===== config.mk =====
export PLATFORM = sky130hd
export DESIGN_NAME = frame_wr_gate
export DESIGN_NICKNAME = d
export VERILOG_FILES = /design/src/rtl/frame_wr_gate.sv
export SDC_FILE = /design/constraint.sdc
export NUM_CORES = 1
export LEC_CHECK = 0
export ABC_AREA = 1
export BUFFER_PORTS_ARGS = -buffer_cell sky130_fd_sc_hd__buf_2
export CORE_UTILIZATION = 40
export DETAILED_ROUTE_END_ITERATION = 6
export GPL_TIMING_DRIVEN = 0
export PLACE_DENSITY = 0.67
export REMOVE_ABC_BUFFERS = 1
export SLEW_MARGIN = 10
export SYNTH_ARGS = -nofsm -noshare
export SYNTH_HDL_FRONTEND = slang
export SYNTH_SLANG_ARGS = --single-unit

===== constraint.sdc =====
create_clock -name pixel_clock -period 2.5 [get_ports pixel_clock]
set_clock_uncertainty 0.15 [all_clocks]
set_input_delay 0.125 -clock pixel_clock [delete_from_list [all_inputs] [get_ports pixel_clock]]
set_output_delay 0.125 -clock pixel_clock [all_outputs]
set_load 0.005 [all_outputs]

===== src/rtl/frame_wr_gate.sv =====
// Purpose: conditions the ISP pixel stream ahead of the DDR write FIFO so every written
//          line is exactly SRC_H words and every frame holds at most SRC_V lines.
// Latency: 1 cycle from in_de/in_data to out_wren/out_data; no backpressure, input is never stalled.
//
// Ports:
//   pixel_clock, reset      - ISP clock, synchronous active-high reset
//   enable                  - level, sampled only at frame start
//   in_vs, in_de, in_data   - ISP frame sync (polarity VS_POL), pixel valid, RGBX pixel
//   out_load                - one-cycle pulse at each accepted frame start (DDR wr_load)
//   out_wren, out_data      - write FIFO enable / data (real pixels or PAD_DATA)
//   frame_done              - one-cycle pulse when the SRC_V-th line completes
//   err_long/short/overrun/frame - sticky error flags, cleared by err_clr
//   err_clr                 - one-cycle clear of all sticky errors (a same-cycle set wins)
//   line_cnt                - lines written in the current frame (saturates at SRC_V)
module frame_wr_gate #(
  parameter int unsigned SRC_H    = 800,
  parameter int unsigned SRC_V    = 480,
  parameter bit          VS_POL   = 1'b1,
  parameter logic [31:0] PAD_DATA = 32'h000000FF
) (
  input  logic        pixel_clock,
  input  logic        reset,
  input  logic        enable,
  input  logic        in_vs,
  input  logic        in_de,
  input  logic [31:0] in_data,
  output logic        out_load,
  output logic        out_wren,
  output logic [31:0] out_data,
  output logic        frame_done,
  output logic        err_long,
  output logic        err_short,
  output logic        err_overrun,
  output logic        err_frame,
  input  logic        err_clr,
  output logic [10:0] line_cnt
);

  localparam int unsigned PW = $clog2(SRC_H + 1);
  localparam logic [PW-1:0] H_MAX = PW'(SRC_H);
  localparam logic [10:0]   V_MAX = 11'(SRC_V);

  typedef enum logic [1:0] {
    S_WAIT_VS = 2'd0,
    S_ACTIVE  = 2'd1,
    S_PAD     = 2'd2,
    S_DONE    = 2'd3
  } state_t;

  state_t        state_q, state_d;
  logic          vs_q;
  logic          de_q;
  logic          drop_q, drop_d;
  logic [PW-1:0] pix_cnt_q, pix_cnt_d;
  logic [10:0]   line_cnt_q, line_cnt_d;
  logic          out_load_q, out_load_d;
  logic          out_wren_q, out_wren_d;
  logic [31:0]   out_data_q, out_data_d;
  logic          frame_done_q, frame_done_d;
  logic          err_long_q, err_long_d;
  logic          err_short_q, err_short_d;
  logic          err_overrun_q, err_overrun_d;
  logic          err_frame_q, err_frame_d;

  logic          vs_act;
  logic          frame_start;
  logic          de_fall;
  logic [PW-1:0] pix_inc;
  logic [10:0]   line_next;
  logic          line_complete;
  logic          set_long, set_short, set_overrun, set_frame;

  assign vs_act      = (in_vs == VS_POL);
  assign frame_start = vs_act & ~vs_q;
  assign de_fall     = de_q & ~in_de;
  assign pix_inc     = pix_cnt_q + 1'b1;
  assign line_next   = (line_cnt_q >= V_MAX) ? V_MAX : line_cnt_q + 11'd1;

  always_comb begin
    state_d       = state_q;
    pix_cnt_d     = pix_cnt_q;
    line_cnt_d    = line_cnt_q;
    out_load_d    = 1'b0;
    out_wren_d    = 1'b0;
    out_data_d    = '0;
    frame_done_d  = 1'b0;
    line_complete = 1'b0;
    set_long      = 1'b0;
    set_short     = 1'b0;
    set_overrun   = 1'b0;
    set_frame     = 1'b0;
    // drop_q marks an input line that overlapped padding; it is discarded up to its falling edge.
    drop_d        = in_de ? drop_q : 1'b0;

    if (frame_start) begin
      // Frame start outranks everything, including a pixel on the same cycle.
      if ((state_q == S_ACTIVE || state_q == S_PAD) && line_cnt_q < V_MAX) begin
        set_frame = 1'b1;
      end
      pix_cnt_d  = '0;
      line_cnt_d = '0;
      drop_d     = 1'b0;
      if (enable) begin
        out_load_d = 1'b1;
        state_d    = S_ACTIVE;
      end else begin
        state_d = S_WAIT_VS;
      end
    end else begin
      case (state_q)
        S_ACTIVE: begin
          if (in_de) begin
            if (!drop_q) begin
              if (pix_cnt_q < H_MAX) begin
                out_wren_d = 1'b1;
                out_data_d = in_data;
                pix_cnt_d  = pix_inc;
              end else begin
                set_long = 1'b1;
              end
            end
          end else if (de_fall && !drop_q) begin
            if (pix_cnt_q >= H_MAX) begin
              line_complete = 1'b1;
            end else if (pix_cnt_q != '0) begin
              // First pad word goes out on the falling-edge cycle so padding
              // stays contiguous with the last real pixel.
              set_short  = 1'b1;
              out_wren_d = 1'b1;
              out_data_d = PAD_DATA;
              if (pix_inc == H_MAX) begin
                line_complete = 1'b1;
              end else begin
                pix_cnt_d = pix_inc;
                state_d   = S_PAD;
              end
            end
          end
        end

        S_PAD: begin
          if (in_de) begin
            set_overrun = 1'b1;
            drop_d      = 1'b1;
          end
          out_wren_d = 1'b1;
          out_data_d = PAD_DATA;
          if (pix_inc == H_MAX) begin
            line_complete = 1'b1;
          end else begin
            pix_cnt_d = pix_inc;
          end
        end

        default: ;
      endcase

      if (line_complete) begin
        pix_cnt_d  = '0;
        line_cnt_d = line_next;
        if (line_next == V_MAX) begin
          frame_done_d = 1'b1;
          state_d      = S_DONE;
        end else begin
          state_d = S_ACTIVE;
        end
      end
    end

    err_long_d    = set_long    | (err_long_q    & ~err_clr);
    err_short_d   = set_short   | (err_short_q   & ~err_clr);
    err_overrun_d = set_overrun | (err_overrun_q & ~err_clr);
    err_frame_d   = set_frame   | (err_frame_q   & ~err_clr);
  end

  always_ff @(posedge pixel_clock) begin
    if (reset) begin
      state_q       <= S_WAIT_VS;
      // Track the vsync level through reset so a vsync already active at
      // release is not mistaken for a frame start.
      vs_q          <= vs_act;
      de_q          <= 1'b0;
      drop_q        <= 1'b0;
      pix_cnt_q     <= '0;
      line_cnt_q    <= '0;
      out_load_q    <= 1'b0;
      out_wren_q    <= 1'b0;
      out_data_q    <= '0;
      frame_done_q  <= 1'b0;
      err_long_q    <= 1'b0;
      err_short_q   <= 1'b0;
      err_overrun_q <= 1'b0;
      err_frame_q   <= 1'b0;
    end else begin
      state_q       <= state_d;
      vs_q          <= vs_act;
      de_q          <= in_de;
      drop_q        <= drop_d;
      pix_cnt_q     <= pix_cnt_d;
      line_cnt_q    <= line_cnt_d;
      out_load_q    <= out_load_d;
      out_wren_q    <= out_wren_d;
      out_data_q    <= out_data_d;
      frame_done_q  <= frame_done_d;
      err_long_q    <= err_long_d;
      err_short_q   <= err_short_d;
      err_overrun_q <= err_overrun_d;
      err_frame_q   <= err_frame_d;
    end
  end

  assign out_load    = out_load_q;
  assign out_wren    = out_wren_q;
  assign out_data    = out_data_q;
  assign frame_done  = frame_done_q;
  assign err_long    = err_long_q;
  assign err_short   = err_short_q;
  assign err_overrun = err_overrun_q;
  assign err_frame   = err_frame_q;
  assign line_cnt    = line_cnt_q;

endmodule

==> results.toml, run 1 <==
[outcome]
status = "finished clean"

[clock_tree]
cts_buffers = 9
insertion_delay_ps = 340
cts_tree = "built"
clk_path_buf_depth = 2
h-tree-depth = 3
clock_sinks = 65
cts-root-buf = "clkbuf_8"
path_clk_slew_ps = 70
cts_setup_buffers = 0

[timing]
rsz0062_at_grt = "no"
slew_violations = 0
maxSlewHeadroom_pct = 53.64
max_freq_mhz = 456.7
fin_crit_ps = 2190
finalSetupViolCount = 0
worstMarginPinSlew_ps = 692.4
finalCritPeriodShare_pct = 87.59
hold_violations = 0
worst_slack_ps = 310.3

[yosys]
synth_cells = 386
synthTopCellsByArea = "dfxtp_1 47%, nand2_1 13%, nor2_1 10%"
ys_seq_area_share_pct = 46.78
ys_types = 32
yosysTopAreaCellShare_pct = 46.78
syn_area_per_cell_sq_um = 7.206
synth_area_sq_um = 2781
yosysWarnings = 0
netlist.top_cell.by_area = "dfxtp_1"
ys_ff_latch = 65

[final_layout]
drive_gt1_share_pct = 25.00
final_util_pct = 58.33
area_delta_synth_final_pct = 41.70
final_common_cell = "nand2_1"
antenna_cells = 0
final-instance-count-excl-fill = 604
fin_nets = 564
n_fill_cell = 622
most-common-layout-cells = "97 x nand2_1, 87 x buf_2, 74 x nor2_1"

[min_path]
hold_path.startpoint = "line_cnt[9]$_SDFFE_PP0N_"
hold_end = "line_cnt[9]$_SDFFE_PP0N_"
hold_class = "register to register"
hold_depth = 2

[power_and_ir_drop]
ir_worst_vdd_v = 0.0003639
power.density_nw_per_um2 = 591.0
p_total_mw = 2.329
power.leakage_nw = 1.854

[placed_design]
routabilityCongestion = 0.8460
dp_hpwl_mm = 4.635
port_buffers = 87
place_ws_ps = 155.7
numPlacedInstances = 550

[routing]
vias = 2786
routed_wl_mm = 6.889
drc_errors = 0
drt_iter0_markers = 110
drtPass1Iterations = 4
routed_via_density = 4.613
antenna_left = 0
wire_per_inst_um = 11.41

[setup_path]
worst-r2r-cell-count = 14
path_max_fanout = 20
crit_required_ps = 2600
criticalPathCategory = "register to register"
r2r-end = "state_q[1]$_SDFFE_PP0P_"
worstPathArrival_ps = 2280
critPathCaptureType = "register"
crit_path_start_kind = "register"
rrSetupSlack_ps = 310
regToRegStartpoint = "pix_cnt_q[0]$_SDFFE_PP0P_"

[die]
start_util_pct = 41.17
die_h_um = 85.39
core_sq_um = 6756
die_area_sq_um = 7291
rows = 30
die_x_um = 85.39
io_pins = 88

[global_route]
antenna_found_initial = 0
overflow = 0
grtUsageTotal_pct = 19.66
grt_pass1_vias = 2650
grt_pass1_wl_mm = 11.32
grt_max_degree = 25

[run]
cap_violations = 0
==> worst max-delay path, stage by stage (launching register included) <==
cell and delay, ps:
dfxtp_1 450, ha_1 220, nand2_2 90, nor2_1 140, nand3_1 110, nand2_1 90, nand2_2 70, nor2_4 90
nand4_2 100, nand2_4 120, nand2_4 80, nand2_4 210, nand2_1 80, nand2_1 60, inv_1 30
==> how the worst max path moves through the flow <==
stage,start,endpoint,depth (start not counted)
finish,pix_cnt_q[0]$_SDFFE_PP0P_,state_q[1]$_SDFFE_PP0P_,14
global route,pix_cnt_q[0]$_SDFFE_PP0P_,state_q[1]$_SDFFE_PP0P_,14
CTS,pix_cnt_q[0]$_SDFFE_PP0P_,state_q[1]$_SDFFE_PP0P_,14
detailed placement,pix_cnt_q[0]$_SDFFE_PP0P_,state_q[1]$_SDFFE_PP0P_,14
global placement,vs_q$_DFF_P_,out_data[5]$_SDFF_PP0_,6
floorplan,pix_cnt_q[6]$_SDFFE_PP0P_,out_data[0]$_SDFF_PP0_,7
==> cells by family after synthesis <==
| logic type | after synthesis | share of synthesized area (%) |
|---|---|---|
| compound gates | 33 | 6.703 |
| xor+xnor | 1 | 0.3149 |
| fa+ha+maj | 7 | 3.149 |
| buf+inv | 56 | 8.052 |
| flops | 65 | 46.78 |
| simple gates | 224 | 35.00 |
==> cells in the mapped netlist, drive strengths merged <==
cell,instances
nor2,81
o211ai,1
nand2,108
nand3b,1
o21ai,14
ha,7
o32ai,2
xor2,1
o31ai,1
nand4,4
or2,1
o311ai,1
nor3,1
a21oi,11
o22ai,2
nand3,28
inv,49
clkinv,1
buf,4
a211oi,1
dfxtp,65
clkbuf,2
==> metrics by stage <==
step	instance area [sq um]	hold slack, ps	TNS (ps)
2_1_floorplan	2745	2.717	0
3_3_place_gp	3281	92.61	-4599
3_5_place_dp	3313	94.47	0
4_1_cts	3936	297.0	0
5_1_grt	3941	322.8	0
6_report	3941	290.5	0
==> cell type report <==
cell class | instances | area (sq um) | share of cell area (%)
inverter | 50 | 187.7 | 4.762
clock inverter | 6 | 115.1 | 2.921
timing repair buffer | 128 | 845.8 | 21.46
clock buffer | 10 | 127.6 | 3.238
multi-input combinational | 265 | 1264 | 32.06
tap | 80 | 100.1 | 2.540
sequential | 65 | 1301 | 33.02
==> state kept, by name, summed over array words and instances, names as in the netlist <==
register / cells
de_q: 1
err_long: 1
state_q: 2
err_frame: 1
line_cnt: 11
pix_cnt_q: 10
out_load: 1
drop_q: 1
vs_q: 1
out_data: 32
err_short: 1
err_overrun: 1
out_wren: 1
frame_done: 1
==> power by group <==
group / internal [mW] / total (mW) / switching, mW
clock: 0.668 / 1.09 / 0.419
sequential: 1.05 / 1.06 / 0.00932
combinational: 0.0919 / 0.186 / 0.0941
==> per-layer routing <==
| metal | wire, um | vias up | GRT usage, % |
|---|---|---|---|
| li1 | - | 1467 | - |
| met5 | 0 | - | 0 |
| met3 | 234 | 16 | 3.988 |
| met4 | 180 | 0 | 10.76 |
| met2 | 3466 | 61 | 33.94 |
| met1 | 3008 | 1242 | 22.86 |
==> timing repair <==
action / 4_1_cts / 5_1_grt
endpoints found under the hold margin: 42 / 0
endpoints found under the setup margin: 0 / 1
gates resized for setup: 0 / 1
hold buffers: 38 / 0
Power figures use the tool's default switching activity.
==> run 2: changes to the inputs <==
--- a/config.mk
+++ b/config.mk
@@ -7,6 +7,7 @@
 export LEC_CHECK = 0
 export ABC_AREA = 1
 export BUFFER_PORTS_ARGS = -buffer_cell sky130_fd_sc_hd__buf_2
+export CORE_MARGIN = 1
 export CORE_UTILIZATION = 40
 export DETAILED_ROUTE_END_ITERATION = 6
 export GPL_TIMING_DRIVEN = 0
==> constraint.sdc (replaced) <==
create_clock -name pixel_clock -period 2.6 [get_ports pixel_clock]
set_clock_uncertainty 0.15 [all_clocks]
set_input_delay 0.13 -clock pixel_clock [delete_from_list [all_inputs] [get_ports pixel_clock]]
set_output_delay 0.13 -clock pixel_clock [all_outputs]
set_load 0.005 [all_outputs]
==> run 2 against run 1 <==
Compared with the run above: via count increased by 1.9%; critical path type unchanged; cell count unchanged; die area unchanged; clock-buffer cell count unchanged.
==> results.toml, run 2 (synthesis results as in run 1) <==
[final_layout]
most-common-layout-cells = "97 x nand2_1, 87 x buf_2, 74 x nor2_1"
drive_gt1_share_pct = 25.00
final_common_cell = "nand2_1"
area_delta_synth_final_pct = 41.52
largest_register_ff_count = 32
antenna_cells = 0
fin_nets = 564

[power_and_ir_drop]
swShare_pct = 22.31
p_int_mw = 1.737
ir_worst_vdd_v = 0.0003500
p_sw_mw = 0.4989
power.leakage_nw = 1.854
seq_power_share_pct = 45.4
p_total_mw = 2.236
power.density_nw_per_um2 = 567.9
pwr-share-clk_pct = 46.6
combPwrFrac_pct = 8.0

[clock_tree]
path_clk_slew_ps = 70
cts_setup_buffers = 0
cts_buffers = 9
cts_tree = "built"
clock_sinks = 65
cts-root-buf = "clkbuf_8"
clk_path_buf_depth = 2
h-tree-depth = 3
postCtsResizedCells = 0
insertion_delay_ps = 330

[die]
start_util_pct = 41.17
die_x_um = 85.39
die_h_um = 85.39
core_sq_um = 6756
die_area_sq_um = 7291
io_pins = 88
rows = 30

[routing]
vias = 2838
drc_errors = 0
routed_wl_mm = 6.901
routed_via_density = 4.699
antenna_left = 0
drt_iter0_markers = 114
drtPass1Iterations = 4
wire_per_inst_um = 11.43

[setup_path]
worstPathArrival_ps = 2420
crit_path_start_kind = "register"
path_max_fanout = 20
crit_path_start = "pix_cnt_q[0]$_SDFFE_PP0P_"
criticalPathCategory = "register to register"
crit_required_ps = 2690
critPathCaptureType = "register"
regToRegStartpoint = "pix_cnt_q[0]$_SDFFE_PP0P_"

[global_route]
grt_max_degree = 25
overflow = 0
antenna_found_initial = 0
grtUsageTotal_pct = 19.66
grt_pass1_wl_mm = 11.32
grt_pass1_vias = 2650

[timing]
rsz0062_at_grt = "no"
worst_slack_ps = 270.3
maxSlewHeadroom_pct = 53.66
fin_hold_ws_ps = 290.5
finalSetupViolCount = 0
slew_violations = 0
worstMarginPinSlew_ps = 692.0
finalCritPeriodShare_pct = 89.60
fin_crit_ps = 2330
max_freq_mhz = 429.2
hold_violations = 0

[placed_design]
port_buffers = 87
dp_hpwl_mm = 4.635
place_ws_ps = 255.7
routabilityCongestion = 0.8460

[min_path]
hold_path.startpoint = "line_cnt[9]$_SDFFE_PP0N_"
hold_class = "register to register"

[outcome]
status = "finished clean"

[run]
cap_violations = 0
[run 2: power groups by stage]
stage	registers (mW)	logic [mW]	clock network [mW]
after global routing	1.02	0.199	1.11
after global placement	1.04	0.125	0
after CTS	1.01	0.177	1.07
after floorplan	1.04	0.0737	0
after detailed placement	1.04	0.131	0
final	1.02	0.178	1.04
[run 2: worst paths after layout]
path,to,slack (ps),depth (start not counted)
setup / recovery,state_q[1]$_SDFFE_PP0P_,270,14
hold / removal,line_cnt[9]$_SDFFE_PP0N_,290,2
setup reg to reg,state_q[1]$_SDFFE_PP0P_,270,14
hold reg to reg,line_cnt[9]$_SDFFE_PP0N_,290,2
[run 2: layer usage]
metal / track usage, % / wire (um) / up-vias
li1: - / - / 1467
met1: 22.86 / 2972 / 1264
met2: 33.94 / 3436 / 85
met3: 3.988 / 285 / 22
met4: 10.76 / 207 / 0
met5: 0 / 0 / -
[run 2: layout make-up]
class	instances	area (sq um)
timing repair buffer	128	845.8
sequential	65	1301
fill	619	2820
clock inverter	6	115.1
multi-input combinational	265	1259
clock buffer	10	127.6
tap	80	100.1
inverter	50	187.7
[run 2: what timing repair did]
action                                  in CTS  in global routing
endpoints found under the setup margin       0                  0
endpoints found under the hold margin       42                  0
hold buffers                                38                  0
[run 2: metrics by stage]
step | std cells | utilization [%] | setup TNS [ps] | cell area, sq um
after floorplan | 380 | - | 0 | 2745
after global placement | 547 | 48.56 | -2917 | 3281
after detailed placement | 550 | 49.04 | 0 | 3313
after CTS | 604 | 58.26 | 0 | 3936
after global routing | 604 | 58.26 | 0 | 3936
final | 604 | 58.26 | 0 | 3936
[run 2: critical path: stages, from the launching register on]
cell and delay (ps):
dfxtp_1 450, ha_1 220, nand2_2 90, nor2_1 140, nand3_1 110, nand2_1 90, nand2_2 80, nor2_4 100
nand4_2 100, nand2_4 120, nand2_4 70, nand2_2 330, nand2_1 90, nand2_1 70, inv_1 30
